--- src/rtl/bridge_pkg.sv ---
// Shared types for the client-to-AXI4-Lite bridge: FSM states, request record
// and the AXI response code treated as success.
package bridge_pkg;

    parameter int ADDR_W = 17;
    parameter int DATA_W = 64;

    localparam logic [1:0] RESP_OKAY = 2'b00;

    typedef enum logic [2:0] {
        ST_IDLE,
        ST_RD_ADDR,
        ST_RD_DATA,
        ST_WR_REQ,
        ST_WR_RESP,
        ST_DONE
    } bridge_st_e;

    typedef struct packed {
        logic              r_wb;
        logic [ADDR_W-1:0] addr;
        logic [DATA_W-1:0] data;
    } bridge_req_t;

endpackage

--- src/rtl/bridge_req_fifo.sv ---
// Request queue for the AXI4-Lite bridge: first-word-fall-through FIFO with
// wrap-bit pointers, so full and empty need no separate occupancy counter.
module bridge_req_fifo #(
    parameter int WIDTH = 82,
    parameter int DEPTH = 4
) (
    input  logic             clk,
    input  logic             rst_n,
    input  logic             push,
    input  logic [WIDTH-1:0] wdata,
    input  logic             pop,
    output logic [WIDTH-1:0] rdata,
    output logic             full,
    output logic             empty
);
    localparam int PTR_W = $clog2(DEPTH);

    logic [WIDTH-1:0] mem [DEPTH];
    logic [PTR_W:0]   wr_ptr_reg;
    logic [PTR_W:0]   rd_ptr_reg;

    assign full  = (wr_ptr_reg[PTR_W] != rd_ptr_reg[PTR_W]) &&
                   (wr_ptr_reg[PTR_W-1:0] == rd_ptr_reg[PTR_W-1:0]);
    assign empty = (wr_ptr_reg == rd_ptr_reg);
    assign rdata = mem[rd_ptr_reg[PTR_W-1:0]];

    always_ff @(posedge clk or negedge rst_n) begin
        if (!rst_n) begin
            wr_ptr_reg <= '0;
            rd_ptr_reg <= '0;
        end else begin
            if (push && !full) begin
                wr_ptr_reg <= wr_ptr_reg + 1'b1;
            end
            if (pop && !empty) begin
                rd_ptr_reg <= rd_ptr_reg + 1'b1;
            end
        end
    end

    // Storage carries no reset; validity is defined purely by the pointers.
    always_ff @(posedge clk) begin
        if (push && !full) begin
            mem[wr_ptr_reg[PTR_W-1:0]] <= wdata;
        end
    end

endmodule

--- src/rtl/axi_lite_bridge_q.sv ---
// Queued client-to-AXI4-Lite bridge: one transaction in flight, strict order.
// Define BRIDGE_RESP_CHK_EN to add the C_err port driven from RRESP/BRESP.
module axi_lite_bridge_q #(
    parameter int ADDR_W = 17,
    parameter int DATA_W = 64,
    parameter int DEPTH  = 4
) (
    input  logic              clk,
    input  logic              rst_n,
    input  logic              C_in_valid,
    output logic              C_in_ready,
    input  logic              C_r_wb,
    input  logic [ADDR_W-1:0] C_addr,
    input  logic [DATA_W-1:0] C_data_w,
    output logic              C_out_valid,
    output logic [DATA_W-1:0] C_data_r,
`ifdef BRIDGE_RESP_CHK_EN
    output logic              C_err,
`endif
    output logic              AR_VALID,
    input  logic              AR_READY,
    output logic [ADDR_W-1:0] AR_ADDR,
    input  logic              R_VALID,
    output logic              R_READY,
    input  logic [DATA_W-1:0] R_DATA,
    input  logic [1:0]        R_RESP,
    output logic              AW_VALID,
    input  logic              AW_READY,
    output logic [ADDR_W-1:0] AW_ADDR,
    output logic              W_VALID,
    input  logic              W_READY,
    output logic [DATA_W-1:0] W_DATA,
    input  logic              B_VALID,
    output logic              B_READY,
    input  logic [1:0]        B_RESP
);
    import bridge_pkg::*;

    localparam int REQ_W = 1 + ADDR_W + DATA_W;

    logic [REQ_W-1:0]  head;
    logic              head_r_wb;
    logic [ADDR_W-1:0] head_addr;
    logic [DATA_W-1:0] head_data;
    logic              fifo_full, fifo_empty, fifo_push, fifo_pop;
    logic              ready_reg;

    bridge_st_e        state_reg, state_next;
    logic              ar_valid_reg, ar_valid_next;
    logic [ADDR_W-1:0] ar_addr_reg, ar_addr_next;
    logic              r_ready_reg, r_ready_next;
    logic              aw_valid_reg, aw_valid_next;
    logic [ADDR_W-1:0] aw_addr_reg, aw_addr_next;
    logic              w_valid_reg, w_valid_next;
    logic [DATA_W-1:0] w_data_reg, w_data_next;
    logic              aw_done_reg, aw_done_next;
    logic              w_done_reg, w_done_next;
    logic              b_ready_reg, b_ready_next;
    logic [DATA_W-1:0] data_r_reg, data_r_next;
    logic              out_valid_reg, out_valid_next;

    assign {head_r_wb, head_addr, head_data} = head;

    // ready_reg keeps C_in_ready low through reset and for the first edge after it.
    assign C_in_ready = ready_reg && !fifo_full;
    assign fifo_push  = C_in_valid && C_in_ready;

    bridge_req_fifo #(
        .WIDTH(REQ_W),
        .DEPTH(DEPTH)
    ) u_fifo (
        .clk   (clk),
        .rst_n (rst_n),
        .push  (fifo_push),
        .wdata ({C_r_wb, C_addr, C_data_w}),
        .pop   (fifo_pop),
        .rdata (head),
        .full  (fifo_full),
        .empty (fifo_empty)
    );

    always_ff @(posedge clk or negedge rst_n) begin
        if (!rst_n) begin
            ready_reg     <= 1'b0;
            state_reg     <= ST_IDLE;
            ar_valid_reg  <= 1'b0;
            ar_addr_reg   <= '0;
            r_ready_reg   <= 1'b0;
            aw_valid_reg  <= 1'b0;
            aw_addr_reg   <= '0;
            w_valid_reg   <= 1'b0;
            w_data_reg    <= '0;
            aw_done_reg   <= 1'b0;
            w_done_reg    <= 1'b0;
            b_ready_reg   <= 1'b0;
            data_r_reg    <= '0;
            out_valid_reg <= 1'b0;
        end else begin
            ready_reg     <= 1'b1;
            state_reg     <= state_next;
            ar_valid_reg  <= ar_valid_next;
            ar_addr_reg   <= ar_addr_next;
            r_ready_reg   <= r_ready_next;
            aw_valid_reg  <= aw_valid_next;
            aw_addr_reg   <= aw_addr_next;
            w_valid_reg   <= w_valid_next;
            w_data_reg    <= w_data_next;
            aw_done_reg   <= aw_done_next;
            w_done_reg    <= w_done_next;
            b_ready_reg   <= b_ready_next;
            data_r_reg    <= data_r_next;
            out_valid_reg <= out_valid_next;
        end
    end

    always_comb begin
        state_next     = state_reg;
        ar_valid_next  = ar_valid_reg;
        ar_addr_next   = ar_addr_reg;
        r_ready_next   = r_ready_reg;
        aw_valid_next  = aw_valid_reg;
        aw_addr_next   = aw_addr_reg;
        w_valid_next   = w_valid_reg;
        w_data_next    = w_data_reg;
        aw_done_next   = aw_done_reg;
        w_done_next    = w_done_reg;
        b_ready_next   = b_ready_reg;
        data_r_next    = data_r_reg;
        out_valid_next = 1'b0;
        fifo_pop       = 1'b0;
        case (state_reg)
            ST_IDLE: begin
                if (!fifo_empty) begin
                    fifo_pop = 1'b1;
                    if (head_r_wb) begin
                        ar_valid_next = 1'b1;
                        ar_addr_next  = head_addr;
                        state_next    = ST_RD_ADDR;
                    end else begin
                        aw_valid_next = 1'b1;
                        aw_addr_next  = head_addr;
                        w_valid_next  = 1'b1;
                        w_data_next   = head_data;
                        aw_done_next  = 1'b0;
                        w_done_next   = 1'b0;
                        state_next    = ST_WR_REQ;
                    end
                end
            end
            ST_RD_ADDR: begin
                if (AR_READY) begin
                    ar_valid_next = 1'b0;
                    r_ready_next  = 1'b1;
                    state_next    = ST_RD_DATA;
                end
            end
            ST_RD_DATA: begin
                if (R_VALID) begin
                    data_r_next  = R_DATA;
                    r_ready_next = 1'b0;
                    state_next   = ST_DONE;
                end
            end
            ST_WR_REQ: begin
                // AW and W complete independently, possibly in the same cycle.
                if (aw_valid_reg && AW_READY) begin
                    aw_valid_next = 1'b0;
                    aw_done_next  = 1'b1;
                end
                if (w_valid_reg && W_READY) begin
                    w_valid_next = 1'b0;
                    w_done_next  = 1'b1;
                end
                if (aw_done_next && w_done_next) begin
                    b_ready_next = 1'b1;
                    state_next   = ST_WR_RESP;
                end
            end
            ST_WR_RESP: begin
                if (B_VALID) begin
                    b_ready_next = 1'b0;
                    data_r_next  = '0;
                    state_next   = ST_DONE;
                end
            end
            ST_DONE: begin
                out_valid_next = 1'b1;
                state_next     = ST_IDLE;
            end
            default: begin
                state_next = ST_IDLE;
            end
        endcase
    end

    assign AR_VALID    = ar_valid_reg;
    assign AR_ADDR     = ar_addr_reg;
    assign R_READY     = r_ready_reg;
    assign AW_VALID    = aw_valid_reg;
    assign AW_ADDR     = aw_addr_reg;
    assign W_VALID     = w_valid_reg;
    assign W_DATA      = w_data_reg;
    assign B_READY     = b_ready_reg;
    assign C_data_r    = data_r_reg;
    assign C_out_valid = out_valid_reg;

`ifdef BRIDGE_RESP_CHK_EN
    logic err_reg;
    logic err_out_reg;

    always_ff @(posedge clk or negedge rst_n) begin
        if (!rst_n) begin
            err_reg     <= 1'b0;
            err_out_reg <= 1'b0;
        end else begin
            if (state_reg == ST_RD_DATA && R_VALID) begin
                err_reg <= (R_RESP != RESP_OKAY);
            end else if (state_reg == ST_WR_RESP && B_VALID) begin
                err_reg <= (B_RESP != RESP_OKAY);
            end
            err_out_reg <= (state_reg == ST_DONE) && err_reg;
        end
    end

    assign C_err = err_out_reg;
`else
    logic unused_resp;
    assign unused_resp = ^{R_RESP, B_RESP};
`endif

endmodule

--- config.mk ---
export PLATFORM = sky130hd
export DESIGN_NAME = axi_lite_bridge_q
export DESIGN_NICKNAME = d
export VERILOG_FILES = /design/src/rtl/bridge_pkg.sv /design/src/rtl/bridge_req_fifo.sv /design/src/rtl/axi_lite_bridge_q.sv
export SDC_FILE = /design/constraint.sdc
export NUM_CORES = 1
export LEC_CHECK = 0
export ABC_AREA = 0
export ABC_CLOCK_PERIOD_IN_PS = 5340
export CORE_MARGIN = 3
export CORE_UTILIZATION = 50
export CTS_BUF_LIST = sky130_fd_sc_hd__clkbuf_16
export CTS_CLUSTER_SIZE = 14
export DETAILED_ROUTE_END_ITERATION = 6
export PLACE_DENSITY = 0.76
export SYNTH_ARGS = -nofsm -noshare
export SYNTH_HDL_FRONTEND = slang
export SYNTH_HIERARCHICAL = 1
export SYNTH_SLANG_ARGS = --single-unit
--- constraint.sdc ---
create_clock -name clk -period 5.34 [get_ports clk]
set_clock_uncertainty 0.2 [all_clocks]
set_input_delay 1.335 -clock clk [delete_from_list [all_inputs] [get_ports clk]]
set_output_delay 1.335 -clock clk [all_outputs]
set_load 0.1 [all_outputs]
Word level (Yosys, flattened, before mapping)
Memory sizes are Yosys's and may differ from the RTL's.
Cells that the tools add are included.
Widths: inputs -> output; s select.
{"block": "classes", "addsub": 2, "multipliers": 0, "div_mod_pow": 0, "n_lt_le_gt_ge": 0, "eq_ne": 17, "n_shift": 0, "mux": 39, "bitwise": 2, "reduce_logical": 26}
{"op": "$mux 64", "n": 2}
{"op": "$pmux 64 s2", "n": 1}
{"op": "$mux 1", "n": 22}
{"op": "$ne 2x2->1 const B", "n": 9}
{"op": "$reduce_and 3->1", "n": 6}
{"op": "$mux 3", "n": 5}
{"op": "$pmux 3 s5", "n": 1}
{"op": "$pmux 1 s2", "n": 7}
{"op": "$reduce_and 4->1", "n": 3}
{"op": "$reduce_bool 2->1", "n": 5}
{"op": "$logic_and 1x1->1", "n": 8}
{"op": "$add 3x1->3 const B", "n": 2}
{"op": "$eq 3x2->1 const B", "n": 2}
{"op": "$eq 3x3->1 const B", "n": 2}
{"op": "$reduce_and 5->1", "n": 1}
{"op": "$eq 3x1->1 const B", "n": 1}
{"op": "$eq 3x3->1", "n": 1}
{"op": "$logic_not 3->1", "n": 1}
{"op": "$eq 2x2->1", "n": 1}
{"op": "$logic_not 1->1", "n": 2}
{"op": "$mux 2", "n": 1}
{"op": "$not 1->1", "n": 2}
{"op": "$ne 1x1->1", "n": 1}
{"block": "totals", "reg_bits": 180, "latchBits": 0, "ramBits": 328, "rom_bits": 0, "output_inout_bits": 169, "elab_cells": 103, "mem_count": 1}
{"name": "u_fifo.mem", "depth": 4, "word_bits": 82, "rd": 1, "rd_clocked_by_memory_dff": 0, "write_ports": 1, "line_no": "bridge_req_fifo.sv:18", "text": "logic [WIDTH-1:0] mem [DEPTH];"}

Depth between registers and ports, before layout
{"block": "logic_depth", "ltp_word": 8, "depth_mapped": 9, "ltp_nobuf": 8}

By module
The synthesis kept the hierarchy.
{"mod": "bridge_req_fifo", "instances": 1, "cells_per_inst": 480, "area_per_inst_um2": 12301.8, "seq_area_each_um2": 9999.6}
{"mod": "axi_lite_bridge_q", "instances": 1, "cells_per_inst": 546, "area_per_inst_um2": 6810.3, "seq_area_each_um2": 4354.2}

Worst setup path before layout
OpenSTA, ideal clock, no wires.
{"block": "synth_timing", "path_kind": "reg-to-reg", "startpoint": "reg u_fifo.wr_ptr_reg[0]", "endpoint": "mem u_fifo.mem[3][0] (enable)", "setup_time_ns": 0.479, "arrival_time_ns": 5.094, "setup_slack_ns": -0.433, "path_stages_with_launch": 9, "synth_period_minus_slack_ns": 5.773, "cell_sequence": "dfrtp_1 xnor2_1 buf_2 nand3_1 inv_1 nor2b_1 and2_1 nand2_1 a31oi_2"}
{"block": "synth_between", "elab_chain_len": 8}
{"element": "start, declared", "line_no": "bridge_req_fifo.sv:19", "text": "logic [PTR_W:0] wr_ptr_reg;"}
{"element": "start signal, assigned", "line_no": "bridge_req_fifo.sv:33", "text": "wr_ptr_reg <= wr_ptr_reg + 1'b1;"}
{"element": "$eq 2x2->1", "line_no": "bridge_req_fifo.sv:23", "text": "(wr_ptr_reg[PTR_W-1:0] == rd_ptr_reg[PTR_W-1:0]);"}
{"element": "$logic_and 1x1->1", "line_no": "bridge_req_fifo.sv:22", "text": "assign full = (wr_ptr_reg[PTR_W] != rd_ptr_reg[PTR_W]) &&"}
{"element": "via fifo_full", "line_no": "axi_lite_bridge_q.sv:45", "text": "logic fifo_full, fifo_empty, fifo_push, fifo_pop;"}
{"element": "$logic_not 1->1", "line_no": "axi_lite_bridge_q.sv:65", "text": "assign C_in_ready = ready_reg && !fifo_full;"}
{"element": "$logic_and 1x1->1", "line_no": "axi_lite_bridge_q.sv:65"}
{"element": "via C_in_ready", "line_no": "axi_lite_bridge_q.sv:11", "text": "output logic C_in_ready,"}
{"element": "$logic_and 1x1->1", "line_no": "axi_lite_bridge_q.sv:66", "text": "assign fifo_push = C_in_valid && C_in_ready;"}
{"element": "via fifo_push", "line_no": "axi_lite_bridge_q.sv:45"}
{"element": "$logic_and 1x1->1", "line_no": "bridge_req_fifo.sv:43", "text": "if (push && !full) begin"}
{"element": "$mux 1", "line_no": "bridge_req_fifo.sv:43"}
{"element": "$mux 1 (not written as such)", "line_no": "bridge_req_fifo.sv:44", "text": "mem[wr_ptr_reg[PTR_W-1:0]] <= wdata;"}
{"element": "end, declared", "line_no": "bridge_req_fifo.sv:18"}
The timed path passes the listed nets, and every way through them passes these cells.

Worst setup path after layout
{"block": "layout_timing", "startpoint": "reg r_ready_reg (netlist: R_READY)", "endpoint": "out R_READY"}
{"element": "start, declared", "line_no": "axi_lite_bridge_q.sv:51", "text": "logic r_ready_reg, r_ready_next;"}
{"element": "start signal, assigned", "line_no": "axi_lite_bridge_q.sv:103", "text": "r_ready_reg <= r_ready_next;"}
{"element": "end, declared", "line_no": "axi_lite_bridge_q.sv:24", "text": "output logic R_READY,"}
No word-level cell between the ends.

==> results.rst <==
.. list-table::
   :header-rows: 1

   * - Metric
     - Value
   * - Result of the run
     - complete, no violations
   * - Count of hold buffers inserted by post-cts repair
     - 0
   * - Classification of the worst-slack hold path
     - flip-flop to flip-flop
   * - Remaining number of nets flagged by the antenna check after routing
     - 0
   * - Average detailed-routed wire length per instance
     - around 22 um
   * - Share of layout cells above drive strength 1
     - approximately 17%
   * - Max Fanout on Critical Path
     - 3
   * - Number of H-tree levels
     - 2
   * - RSZ-0062 raised after global routing
     - no
   * - Postcts setup bufs
     - 0
   * - Die outline area
     - roughly 41000 um^2
   * - Worst reg2reg path depth
     - 5
   * - Worst-skew pair later-pin latency
     - between 0.5 and 0.6 ns
   * - Leading post-synthesis cells by cell area
     - edfxtp_1 52%, dfrtp_1 24%, mux4_2 9.7%, mux2_2 3.1%, mux2_1 2.7%
   * - Estimated wirelength of the detail-placed design
     - roughly 26 mm
   * - Final routed wirelength across all metal layers
     - between 40 and 50 mm
   * - Critical Path Source
     - R_READY$_DFFE_PN0P_
   * - Number of max-capacitance violations reported
     - 0
   * - Library cells used by synthesis
     - between 40 and 50
   * - CTS tree
     - built
   * - Worst hold stages
     - 2
   * - Critical R2R Capture
     - W_DATA[45]$_DFFE_PN0P_
   * - Top delay family on crit path
     - buffers and inverters
   * - Number of buffers inserted by port buffering
     - between 300 and 400
   * - Yosys top cell area share
     - about half
   * - Worst Hold Path EP
     - C_data_r[40]$_DFFE_PN0P_
   * - Share of the clock period used by the worst path after layout
     - 69.9%
   * - Congestion Overflow GR
     - 0
   * - Net count, final
     - approximately 1500
   * - Crit-path cells
     - clkdlybuf4s50_1
   * - CTS-repair resized insts
     - 0
   * - Combined area of all synthesized cells
     - between 15000 and 20000 um^2
   * - Cell accounting for the most synthesized area
     - edfxtp_1
   * - Post-synth ARST share
     - 35.4%
   * - Drt via density
     - roughly 5.3
   * - Time the final worst path needs with I/O delays and setup
     - around 3.7 ns
   * - Flip-flop count of the largest register after layout
     - 328
   * - Fraction of the yosys area taken by sequential cells
     - around three quarters
   * - Gate count of the mapped netlist
     - 1026
   * - Number of hold violations in the final report
     - 0
   * - Core area
     - 37100 um^2
   * - Starting density of the core
     - between 50% and 60%
   * - Total negative slack
     - 0 ns
   * - Maximum clock path buffer count
     - 3
   * - CP Data Required Time
     - 3.81 ns
   * - Max-slew violation count
     - 0
   * - Critical path class
     - flip-flop to primary output
   * - Clock root cell
     - clkbuf_16
   * - DRT iter0 DRCs
     - between 500 and 600
   * - Clock transition at the registers of the reported paths
     - around 0.06 ns
   * - I/O pin total
     - roughly 330
   * - Via count
     - slightly above 10000
   * - Combined buffer and inverter count along the critical path
     - 1
   * - Layout Area Growth over Synthesis
     - 27.9%
   * - Critical Path AT
     - 2.20 ns
   * - Capturing element type of the critical path
     - primary output
   * - Synthesized Nets
     - 1189
   * - Hold Startpoint
     - C_data_r[40]$_DFFE_PN0P_
   * - Largest net degree at the start of global routing
     - 129
   * - Die Y
     - ~200 um
   * - FF-to-FF Start
     - u_fifo/rd_ptr_reg[1]$_DFFE_PN0P_
   * - Synthesized area per cell
     - 18.6 um^2
   * - Slowest-stage cell, CP
     - clkdlybuf4s50_1
   * - First-pass GRT wire length
     - between 60 and 70 mm
   * - Maximum clock frequency
     - approximately 270 MHz
   * - Worst setup SP type
     - flip-flop
   * - Clk sinks
     - 508
   * - Longest individual stage delay on the worst path
     - 1.22 ns
   * - DRC violations left
     - 0
   * - Total routing usage reported by global routing
     - 20.7%
   * - Worst rel slew slack
     - between 20% and 30%
   * - Actual transition at the worst max-transition pin
     - roughly 1.1 ns
   * - Number of warnings printed during yosys synthesis
     - 6
   * - Ys flop type
     - edfxtp_1
   * - Rows
     - 70
   * - Number of iterations in the first detailed-routing pass
     - 7
   * - Antenna violations before repair
     - 6
   * - Die boundary width
     - around 200 um
   * - Final setup viols
     - 0
   * - Number of synthesized flops with an enable pin
     - 328
   * - R2R setup slack
     - 1.89 ns
   * - Number of buffers created by CTS
     - 51
   * - Vias in the first global route
     - about 11000
   * - Routability Congestion
     - approximately 0.85
   * - Total of flip-flops plus latches after synthesis
     - slightly above 500
## worst max path at each step
| stage | endpoint | cells after the start |
|---|---|---|
| after global routing | C_in_ready | 6 |
| after floorplan | u_fifo/mem[3][0]$_DFFE_PP_ | 8 |
| after CTS | R_READY | 1 |
| after global placement | u_fifo/mem[2][3]$_DFFE_PP_ | 6 |
| after detailed placement | u_fifo/mem[2][3]$_DFFE_PP_ | 6 |
| final | R_READY | 1 |
## placed cells by master, fill, tap and decap left out, types with 2 or more instances in the layout
cell / Yosys / final
xor2_1: 3 / 3
a21o_1: 6 / 5
bufinv_16: 0 / 4
nand3b_1: 2 / 2
edfxtp_1: 328 / 328
and2_1: 5 / 2
nor3b_1: 3 / 3
nand2b_1: 2 / 2
nand2_2: 1 / 2
o21ai_0: 68 / 68
nor2b_1: 4 / 4
clkinv_1: 0 / 9
dfrtp_1: 180 / 178
ha_1: 5 / 5
buf_4: 4 / 15
nor2_1: 8 / 8
and2_4: 0 / 3
a21oi_1: 9 / 9
clkinv_2: 0 / 8
xnor2_1: 3 / 3
mux2_2: 53 / 53
inv_1: 6 / 24
and3_1: 3 / 3
clkbuf_16: 0 / 53
buf_12: 5 / 4
nor3_1: 3 / 3
dfrtp_4: 0 / 2
nand2_1: 131 / 130
a31oi_1: 3 / 3
nand3_1: 5 / 5
mux4_2: 82 / 82
a41oi_1: 2 / 2
clkdlybuf4s50_1: 0 / 320
mux2_1: 46 / 46
## synthesized netlist by cell type, types with 3 or more instances
library cell	count
buf_12	5
mux2_1	46
inv_1	6
a21oi_1	9
a21o_1	6
xor2_1	3
buf_2	20
ha_1	5
xnor2_1	3
and2_1	5
buf_4	4
o21ai_0	68
nand3_1	5
nor2_1	8
nor2b_1	4
dfrtp_1	180
mux2_2	53
nand2_1	131
buf_6	9
a31oi_1	3
edfxtp_1	328
nor3_1	3
and3_1	3
clkbuf_1	15
mux4_2	82
nor3b_1	3
## cell type report
type,count,area [um^2]
flip-flops and latches,508,14400
fillers,2576,12700
multi-input cells,457,4370
repair buffers,340,3410
clock buffers,53,1330
well taps,504,631
clock inverters,43,329
inverters,6,22.5
diodes,1,2.50
## per-layer routing
metal | share of wire, % | global-route usage (%) | vias up
met3 | 8.6 | 7.51 | 66
met5 | 0.38 | 1.43 | -
met1 | 38 | 25.1 | 5180
li1 | - | - | 4582
met4 | 2.3 | 5.98 | 12
met2 | 50 | 35.2 | 367
## stage by stage
step / instances / hold WS, ns / cell area [um^2] / util [%] / setup WS [ns]
3_3_place_gp: 1815 / 0.264 / 22800 / 61.4 / 1.34
3_5_place_dp: 1815 / 0.270 / 22800 / 61.4 / 1.33
2_1_floorplan: 1026 / 0.267 / 19100 / - / 0.632
5_1_grt: 1912 / 0.304 / 24400 / 65.8 / 1.52
4_1_cts: 1911 / 0.283 / 24400 / 65.8 / 1.52
6_report: 1912 / 0.277 / 24400 / 65.8 / 1.61
## cells by family (layout without fill, tap and decap cells)
| logic type | after synthesis | in the layout | share of synthesized area (%) |
|---|---|---|---|
| DFF | 508 | 508 | 75.1 |
| muxes | 182 | 182 | 15.5 |
| and+or+nand+nor | 170 | 170 | 3.82 |
| AOI/OAI and AO/OA | 92 | 92 | 2.63 |
| buffers and inverters | 61 | 442 | 2.19 |
| xor gates and xnor gates | 7 | 7 | 0.360 |
| adders and majority gates | 5 | 5 | 0.327 |
| other | 1 | 2 | 0.0196 |
Power is left out: the tool's default activity adds up to more than one toggle a clock period on the data nets, which glitch-free logic cannot reach.
==> RTL edit, RTL diff (config.mk and constraints unchanged) <==
The option `BRIDGE_RESP_CHK_EN` is turned on by a define.
--- a/src/rtl/axi_lite_bridge_q.sv
+++ b/src/rtl/axi_lite_bridge_q.sv
@@ -1,5 +1,7 @@
 // Queued client-to-AXI4-Lite bridge: one transaction in flight, strict order.
 // Define BRIDGE_RESP_CHK_EN to add the C_err port driven from RRESP/BRESP.
+`define BRIDGE_RESP_CHK_EN
+
 module axi_lite_bridge_q #(
     parameter int ADDR_W = 17,
     parameter int DATA_W = 64,
Behaviour (old outputs only; new: C_err): unchanged (equiv_simple and equiv_induct, registers matched by name and starting in step).
==> RTL edit against the original RTL <==
Sequential cell count up 2. Area after synthesis up 0.48%. Cell count up 1.1%. Design area up 0.67%. Routed wire length up 2.0%. Worst setup slack worse by 0.11 ns.
Power is not shown: default switching activity piles up to over one toggle a cycle in this logic, so the estimate is an artifact.
==> RTL edit: results (changes against the original RTL) <==
Met3 Wirelength: 3300 um (-8.3%)
Sequential-to-total area share from yosys stat: 75.0% (-0.10 points)
Root buffer cell: clkbuf_16
Syn Nets: 1204 (+1.3%)
Post-synth EDFFs: 328 (unchanged)
Distinct cells, synth: 45 (+9.8%)
PortBufs: 327 (+1.6%)
Commonest non-fill, non-tap cell in the layout: edfxtp_1
Worst Path Max Fanout: 29 (+26)
Run status: completed
Hold path startpoint: C_data_r[58]
Post-CTS Setup Inserts: 0 (unchanged)
Initial antenna violation count: 5 (-1)
DRT iter0 DRCs: 640 (+11%)
TritonCTS Buffers: 50 (-2.0%)
Wire length on met2: 21800 um (+3.7%)
Gr usage total: 20.7% (about the same)
Dpl cell area: 22900 um^2 (+0.65%)
Largest net degree at the start of global routing: 129 (unchanged)
Clk slew on worst S/H paths: 0.06 ns (about the same)
M2 GR Usage: 35.6% (+0.45 points)
Routability Congestion: 0.841 (-0.99%)
Dpl cells: 1838 (+1.3%)
Crit. Startpoint: u_fifo/rd_ptr_reg[1]
Syn Inst Count: 1041 (+1.5%)
Highest routed metal layer: met5
DR pass1 iterations: 5 (-2)
Ys Warns: 6 (unchanged)
WL met1: 16500 um (+3.3%)
Clock buffer depth: 3 (unchanged)
GR Layer Usage met3: 5.83% (-1.7 points)
Largest register FFs: 328 (unchanged)
Top post-synthesis cells by area: edfxtp_1, dfrtp_1, mux4_2
# resized after CTS: 0 (unchanged)
Post-synth top cells: edfxtp_1, dfrtp_1, nand2_1
First-pass GRT wire length: 64300 um (about the same)
Final #Nets: 1542 (+0.98%)
Post-DP HPWL: 27400 um (+5.8%)
Layout fillers: 2584 (+0.31%)
Vias per cell: 5.34 (about the same)
Worst R2R Setup Slack: 1.88 ns
Worst Tran Pin Value: 1.08 ns (-0.0399 ns)
Share of cells above drive strength 1: 16.5% (-0.28 points)
Clock Latency Late Sink: 0.56 ns (-0.03 ns)
Worst Hold Class: flop to flop
Worst path arrival time: 2.31 ns (+0.11 ns)
CTS H-tree depth: 2 (unchanged)
Vias in the first global route: 10613 (-2.8%)
Routed WL per cell: 22.0 um (+0.88%)
Post-synth ARST share: 35.7% (+0.25 points)
Routed WL: 42500 um (+2.0%)
Met1 Resource Use GR: 26.1% (+0.96 points)
[RTL edit: cell types whose count changed in the layout (fill, tap and decap cells not counted), sizes merged, moves of 4 or more]
| cell | change |
|---|---|
| nand2 | +6 |
| inv | -5 |
| o31ai | +5 |
| a21o | -4 |
| a21oi | +4 |
| bufinv | +4 |
[RTL edit: worst max-delay path, cell delays in order (launching register included)]
cell     delay [ns]
dfrtp_4        0.67
xnor2_1        0.43
nand3_1        0.24
inv_1          0.11
nor2b_1        0.06
buf_4          0.24
[RTL edit: final cells by class]
cell class                      instances  area, um^2  share of cell area (%)
Antenna cell                            3        7.51                  0.0305
Clock buffer                           51        1280                    5.19
Clock inverter                         41         388                    1.58
Inverter                                6        22.5                  0.0915
Multi-Input combinational cell        471        4450                    18.1
Sequential cell                       510       14400                    58.6
Tap cell                              511         639                    2.60
Timing Repair Buffer                  340        3410                    13.9
[RTL edit: logic make-up after synthesis]
logic type | Yosys count | share of synthesized area (%)
other cells | 1 | 0.0195
simple gates | 175 | 3.85
flops | 510 | 75.0
fa+ha+maj | 5 | 0.326
mux | 181 | 15.4
compound gates | 100 | 2.87
buf+inv | 60 | 1.99
xor+xnor | 9 | 0.528
[RTL edit: stage by stage]
step	hold slack, ns	worst slack, ns	utilization, %
after floorplan	0.263	-0.0177	-
after global placement	0.261	1.47	60.8
after detailed placement	0.271	1.49	60.8
after CTS	0.285	1.42	65.2
after global routing	0.298	1.32	65.2
final	0.279	1.49	65.2
[RTL edit: path summary, 6_finish.rpt]
kind / endpoint / cells after the start
worst max register to register: W_DATA[29] / 6
max in group asynchronous: W_DATA[3] / 2
worst min register to register: C_data_r[58] / 2
worst min-delay path: C_data_r[58] / 2
min in group asynchronous: W_DATA[39] / 1
worst max-delay path: C_in_ready / 5
